[src/rtl/reg_transfer_ctrl.sv]
// reg_transfer_ctrl: sequences register-to-register transfers over the internal bus.
// A transfer goes through the states IDLE -> DRIVE -> LOAD -> DONE; a rejected transfer goes straight from IDLE to DONE.
module reg_transfer_ctrl #(
  parameter int NUM_REGS   = 4,
  parameter int IDX_W      = 2,
  parameter int NOFLAG_IDX = 3
) (
  input  logic                clk_i,
  input  logic                rst_ni,
  input  logic                req_valid_i,
  output logic                req_ready_o,
  input  logic [IDX_W-1:0]    req_src_i,
  input  logic [IDX_W-1:0]    req_dst_i,
  input  logic                abort_i,
  input  logic [7:0]          bus_data_i,
  output logic [NUM_REGS-1:0] bus_oe_o,
  output logic [NUM_REGS-1:0] load_o,
  output logic                flag_load_o,
  output logic                flag_n_o,
  output logic                flag_z_o,
  output logic                busy_o,
  output logic                done_o,
  output logic                err_o
);
  typedef enum logic [1:0] {IDLE, DRIVE, LOAD, DONE} state_t;
  state_t           state_q;
  logic [IDX_W-1:0] src_q, dst_q;
  logic             err_q, rdy_q;
  logic             accept, bad;
  assign accept = req_valid_i && rdy_q;
  assign bad    = (req_src_i == req_dst_i) || (int'(req_src_i) >= NUM_REGS) || (int'(req_dst_i) >= NUM_REGS);
  // rdy_q stays low for the first cycle after reset, so no request is accepted until it rises.
  always_ff @(posedge clk_i or negedge rst_ni) begin
    if (!rst_ni) begin
      state_q <= IDLE;
      src_q   <= '0;
      dst_q   <= '0;
      err_q   <= 1'b0;
      rdy_q   <= 1'b0;
    end else begin
      case (state_q)
        IDLE: begin
          rdy_q <= !accept;
          if (accept) begin
            src_q   <= req_src_i;
            dst_q   <= req_dst_i;
            err_q   <= bad;
            state_q <= bad ? DONE : DRIVE;
          end
        end
        DRIVE: begin
          err_q   <= abort_i;
          state_q <= abort_i ? DONE : LOAD;
        end
        LOAD: begin
          err_q   <= 1'b0;
          state_q <= DONE;
        end
        default: begin
          rdy_q   <= 1'b1;
          state_q <= IDLE;
        end
      endcase
    end
  end
  assign req_ready_o = rdy_q;
  assign bus_oe_o    = (state_q == DRIVE || state_q == LOAD) ? NUM_REGS'(1) << src_q : '0;
  assign load_o      = (state_q == LOAD) ? NUM_REGS'(1) << dst_q : '0;
  assign flag_load_o = (state_q == LOAD) && (dst_q != IDX_W'(NOFLAG_IDX));
  assign flag_n_o    = flag_load_o & bus_data_i[7];
  assign flag_z_o    = flag_load_o & ~|bus_data_i;
  assign busy_o      = state_q != IDLE;
  assign done_o      = state_q == DONE;
  assign err_o       = done_o & err_q;
endmodule

[config.mk]
export PLATFORM = sky130hd
export DESIGN_NAME = reg_transfer_ctrl
export DESIGN_NICKNAME = d
export VERILOG_FILES = /design/src/rtl/reg_transfer_ctrl.sv
export SDC_FILE = /design/constraint.sdc
export NUM_CORES = 1
export LEC_CHECK = 0
export CAP_MARGIN = 10
export CORE_UTILIZATION = 42
export CTS_BUF_LIST = sky130_fd_sc_hd__clkbuf_4
export CTS_CLUSTER_DIAMETER = 80
export DETAILED_ROUTE_END_ITERATION = 12
export PLACE_DENSITY_LB_ADDON = 0.05
export SYNTH_ARGS = -nofsm -noshare
export SYNTH_HDL_FRONTEND = slang
export SYNTH_SLANG_ARGS = --single-unit
[constraint.sdc]
create_clock -name clk_i -period 2.5 [get_ports clk_i]
set_clock_uncertainty 0.05 [all_clocks]
set_input_delay 0.25 -clock clk_i [delete_from_list [all_inputs] [get_ports clk_i]]
set_output_delay 0.25 -clock clk_i [all_outputs]
set_load 0.01 [all_outputs]
==> results.tsv, run 1 <==
stage	metric	value	unit
run_status	status	completed	
floorplan	core-area	1170	sq um
pwr	power.total	945	uW
grt	gr-usage-all-layers	21.1	%
timing	finalCritPeriodShare	93.8	%
critical_path	crit_chain	inv_1 -> ha_1 -> a21boi_0 -> and2_1 -> clkdlybuf4s50_1	
timing	hold_viol	0	
floorplan	starting_utilization_of_the_core_area	48.2	%
cts	cts_sinks	8	
pwr	share_comb_of_total_power	62.3	%
critical_path	critical_path_required	2.20	ns
floorplan	die_area	1490	sq um
routing	post_drt_via_cell_ratio	5.29	
pwr	internal_power	588	uW
timing	timing.final.setup_violations	0	
cts	htree_levels	1	
placed_design	routabilityCongestion	0.733	
cts	tritoncts_clock_tree	done	
critical_path	worst_path_buffer_plus_inverter_count	2	
cts	worst_skew_pair_later_pin_latency	0.24	ns
flow_run	drv_cap	0	
grt	grt_antenna_before_repair	0	
critical_path	worstSetupStartpointType	register	
routing	first_iter_violations	14	
timing	grt_setup_unrepaired	false	
finish	num-nets-final	109	
critical_path	critical_path_class	register to output port	
synthesis	yosys_register_bits	8	
grt	grt_max_degree	9	
timing	final.hold.worst_slack	0.229	ns
critical_path	arrival_time_worst_endpoint	2.04	ns
timing	fin_tns_setup	0	ns
synthesis	yosysUniqueCellTypes	23	
timing	timing_worst_slew_pin_value	0.350	ns
critical_path	critical_path.endpoint_type	output port	
routing	detailed_route_wire_length_per_cell	12.9	um
routing	drc	0	
synthesis	synth_area	564	sq um
timing	maxClockFrequency	427	MHz
finish	diodes	0	
cts	clock_slew_at_the_register_clock_pins_of_the_worst_setup_and_hold_paths	0.05	ns
pwr	switching_power	357	uW
floorplan	die_x	38.7	um
grt	global_route_wire_length_before_repair	2130	um
pwr	pwr-share-seq	27.9	%
critical_path	path_max_fanout	5	
floorplan	row_count	12	
floorplan	dieHeight	38.7	um
pwr	leakage	0.407	nW
cts	post_cts_hold_buffer_count	0	
cts	cts_setup_buffers	0	
synthesis	synthesis.nets	74	
routing	ant_nets	0	
finish	area_delta_synth_final	60.3	%
cts	clockBufferDepth	2	
min_path	hold_path_class	input port to asynchronous set/reset pin	
cts	cts_made_buffers	3	
synthesis	yosys_warnings	0	
synthesis	seq_area_frac_synth	35.5	%
cts	cts.repair.resized	0	
timing	period_minus_slack	2.34	ns
pwr	pwr-share-clk	9.7	%
placed_design	dpl_cell_area	882	sq um
timing	slew_headroom	76.6	%
cts	clock_root_buffer	clkbuf_4	
synthesis	synthCells	52	
grt	grt_pass1_vias	516	
timing	finalMaxSlewViolations	0	
routing	drt_pre_antenna_iters	4	
critical_path	crit_path_largest_cell_delay	0.55	ns
grt	grt_overflow_total	0	
synthesis	synth_area_per_cell	10.9	sq um
pwr	pwr_density_cell	1040	nW/um^2
finish	layout.core_utilization	77.2	%
pwr	power.ir.vdd_worst	793	uV
floorplan	floorplan.io_pins	31	
routing	wirelength	1280	um
placed_design	portBuffers	30	
finish	drive_gt1_share	15.3	%
placed_design	hpwlAfterDp	1080	um
critical_path	critical-path-top-delay-family	buffers and inverters	
critical_path	critical-path-slowest-cell	clkdlybuf4s50_1	
pwr	swShare	37.8	%
finish	final_design_area_no_fill	905	sq um
routing	routed-via-count	524	
-- flip-flops by register name, indices dropped and copies added (netlist names) --
name / cells
src_q: 2
err_q: 1
req_ready_o: 1
state_q: 2
dst_q: 2
-- synthesized netlist by cell type, drive strengths merged --
cell,count,area (sq um)
and3b,3,26.3
inv,3,11.3
a21o,1,8.76
nand3,2,10.0
a21boi,1,7.51
nor3b,2,15.0
ha,6,75.1
and3,3,18.8
a22o,1,8.76
o41ai,1,16.3
xor2,2,17.5
o31ai,1,7.51
nor3,1,5.00
nor4,2,12.5
nor2,1,3.75
a21oi,2,10.0
and2,2,12.5
a21bo,1,10.0
nand2,2,10.0
mux2i,1,10.0
mux2,6,67.6
dfrtp,8,200
-- logic make-up (layout without fill, tap and decap cells) --
group | count (synthesis) | count (layout) | share of synthesized area [%]
simple gates | 18 | 18 | 20.2
compound gates | 8 | 8 | 12.2
flops | 8 | 8 | 35.5
mux | 7 | 7 | 13.7
fa+ha+maj | 6 | 6 | 13.3
buf+inv | 3 | 36 | 2.00
xor+xnor | 2 | 2 | 3.10
-- through the flow --
step           worst slack, ns  instances
4_1_cts                  0.115         99
5_1_grt                 0.0213         99
6_report                 0.156         99
3_5_place_dp             0.384         96
3_3_place_gp             0.497         96
2_1_floorplan            0.834         52
-- routing by layer --
metal / GRT usage, % / up-vias / part of all wire [%]
li1: - / 263 / -
met1: 23.2 / 232 / 40
met3: 6.36 / 0 / 12
met5: 0 / - / 0
met2: 37.5 / 29 / 48
met4: 7.76 / 0 / 0
-- path summary, 6_finish.rpt --
check                           startpoint       end  slack [ns]  cells after the start
worst min register to register       err_q     err_q        0.48                      1
max in group asynchronous           rst_ni  src_q[0]        1.92                      1
worst max register to register  state_q[0]  dst_q[1]        0.89                      4
worst max-delay path            state_q[0]  flag_n_o        0.16                      5
worst min-delay path                rst_ni  dst_q[0]        0.23                      1
min in group clk_i                   err_q     err_q        0.48                      1
-- final cells by class --
class | instances | area (sq um)
Clock buffer | 3 | 22.5
Fill cell | 85 | 267
Inverter | 3 | 11.3
Multi-Input combinational cell | 41 | 353
Sequential cell | 8 | 200
Tap cell | 14 | 17.5
Timing Repair Buffer | 30 | 300
-- cell usage in the layout, fill, tap and decap left out, types with 2 or more instances in the layout --
| cell | Yosys | final |
|---|---|---|
| a21oi_1 | 2 | 2 |
| and2_1 | 2 | 2 |
| and3_1 | 3 | 3 |
| and3b_1 | 3 | 3 |
| clkbuf_4 | 0 | 3 |
| clkdlybuf4s50_1 | 0 | 30 |
| dfrtp_1 | 8 | 8 |
| ha_1 | 6 | 6 |
| inv_1 | 3 | 3 |
| mux2_2 | 6 | 6 |
| nand3_1 | 2 | 2 |
| nor3b_1 | 2 | 2 |
| nor4_1 | 2 | 2 |
| xor2_1 | 2 | 2 |
-- power groups by stage --
stage | clock, mW | combinational [mW] | sequential (mW)
final | 0.0921 | 0.589 | 0.264
after global routing | 0.105 | 0.641 | 0.278
after CTS | 0.0955 | 0.593 | 0.265
after detailed placement | 0 | 0.590 | 0.266
after global placement | 0 | 0.578 | 0.258
after floorplan | 0 | 0.347 | 0.246
Power figures use the tool's default switching activity.
==> inputs of run 2 (changes only) <==
Settings changed: CTS_CLUSTER_DIAMETER 80 to not set.
==> results of run 2 <==
The final DEF is identical to that of run 1; final timing and power are the same.
==> inputs of run 3 (changes only) <==
Settings changed: CAP_MARGIN 10 to not set.
==> results of run 3 <==
The final DEF is identical to that of run 1; final timing and power are the same.
==> RTL change (flow settings as in run 3) <==
Reset style: synchronous (`rst_ni`), changed in one clocked block.
--- a/src/rtl/reg_transfer_ctrl.sv
+++ b/src/rtl/reg_transfer_ctrl.sv
@@ -32,3 +32,3 @@
   // rdy_q stays low for the first cycle after reset, so no request is accepted until it rises.
-  always_ff @(posedge clk_i or negedge rst_ni) begin
+  always_ff @(posedge clk_i) begin
     if (!rst_ni) begin
Formal check against the unedited RTL: differs if rst_ni is asserted again (counterexample within 4 cycles, from zero or initial values and one cycle with rst_ni low); with rst_ni held inactive, the same outputs for 10 cycles.
==> RTL change against run 3 <==
- area after synthesis is 0.89% lower
- setup slack better by 0.076 ns
- power is 14% lower
- sequential share of layout area is 4.3 points lower
- wire length is 8.6% higher
- largest power group unchanged
- register-to-register slack worse by 0.06 ns
- synthesized cell count is 13% higher
- design area is 0.55% lower
- sequential power is 17% lower
- utilization is 0.43 points lower
- via count is 6.1% higher
- sequential cell count stayed put
==> RTL change: results (changes against run 3) <==
DRT Pass-1 Iters = 3 (was 4)
Synth area leaders = dfxtp_1 29%, ha_1 13%, mux2i_1 7.2%, and3b_1 4.7%, nor2b_1 4.5% (was dfrtp_1 35%, ha_1 13%, mux2_2 12%, and3b_1 4.7%, and3_1 3.3%)
adder-cell share of the synthesized area = 13.4% (was 13.3%)
Power Density = 903 nW/um2 (was 1040 nW/um2)
Synth Area in XOR/XNOR = 3.13% (was 3.10%)
first-pass GRT wire length = 2040 um (was 2130 um)
met1 Use GR = 20.6% (was 23.2%)
sequential share of the synthesized area = 28.6% (was 35.5%)
Critical Path AT = 1.97 ns (was 2.04 ns)
Max clock buf depth = 2 (unchanged)
Worst Tran Pin Value = 0.299 ns (was 0.350 ns)
gp weighted congestion = 0.794 (was 0.733)
Synth Area in Compound Gates = 14.5% (was 12.2%)
Post-Place Setup Slack = 0.469 ns (was 0.384 ns)
Tot GR Track Use = 19.8% (was 21.1%)
Avg WL per Cell = 13.1 um (was 12.9 um)
DR vias = 556 (was 524)
setup bufs post-CTS = 0 (unchanged)
multiplexer area fraction after synthesis = 7.16% (was 13.7%)
Synth top cells by count = 8 x dfxtp_1, 6 x ha_1, 4 x mux2i_1, 4 x nor2b_1 (was 8 x dfrtp_1, 6 x ha_1, 6 x mux2_2)
GR met2 Demand/Resource = 40.0% (was 37.5%)
largest net degree at the start of global routing = 10 (was 9)
Worst VDD drop = 750 uV (was 793 uV)
Leakage = 0.404 nW (was 0.407 nW)
share of cells above drive strength 1 = 4.35% (was 15.3%)
Post-DP HPWL = 1100 um (was 1080 um)
HP Class = reg2reg (was in2async)
Unique masters post-synth = 25 (was 23)
syn nets = 81 (was 74)
worst reg2reg path depth = 5 (was 4)
ys async rst share = 0% (was 100%)
Final nets = 116 (was 109)
global routing usage on met3 = 0.581% (was 6.36%)
initial DRC count = 5 (was 14)
run status = complete, no violations (unchanged)
==> RTL change: changes by cell type after synthesis, sizes merged, moves of 2 or more <==
cell,change
dfxtp,+8
dfrtp,-8
nor2b,+4
mux2i,+3
a21oi,-2
nand2b,+2
mux2,-6
a21boi,+2
==> RTL change: cell type report <==
cell class                 count  area (um2)
tap                           14        17.5
timing repair buffer          30         300
clock buffer                   3        22.5
fill                          87         272
sequential                     8         160
multi-input combinational     48         388
inverter                       3        11.3
==> RTL change: per-layer routing <==
layer	share of wire, %	vias up
li1	-	282
met1	43	250
met2	51	22
met3	5.0	2
met4	1.2	0
met5	0	-
==> RTL change: worst max-delay path, stage by stage, from the launching register on <==
cell,delay (ns)
dfxtp_1,0.34
inv_1,0.12
ha_1,0.22
a21boi_0,0.29
and3_1,0.21
clkdlybuf4s50_1,0.54
==> RTL change: stage by stage <==
stage | power (mW) | utilization, % | cells | instance area (um2) | hold WS (ns)
2_1_floorplan | 0.511 | - | 59 | 559 | 0.328
3_3_place_gp | 0.701 | 74.9 | 103 | 877 | 0.447
3_5_place_dp | 0.707 | 74.9 | 103 | 877 | 0.463
4_1_cts | 0.816 | 76.8 | 106 | 900 | 0.484
5_1_grt | 0.868 | 76.8 | 106 | 900 | 0.515
6_report | 0.812 | 76.8 | 106 | 900 | 0.483
==> RTL change: report_power, final <==
group	internal [mW]	switching [mW]
Clock	0.0550	0.0453
Sequential	0.170	0.0491
Combinational	0.273	0.220
Total	0.498	0.314
==> RTL change: path summary, 6_finish.rpt <==
kind,start,endpoint,slack (ns)
worst min register to register,state_q[0],state_q[0],0.48
worst max-delay path,state_q[0],flag_z_o,0.23
worst min-delay path,state_q[0],state_q[0],0.48
worst max register to register,state_q[1],err_q,0.83
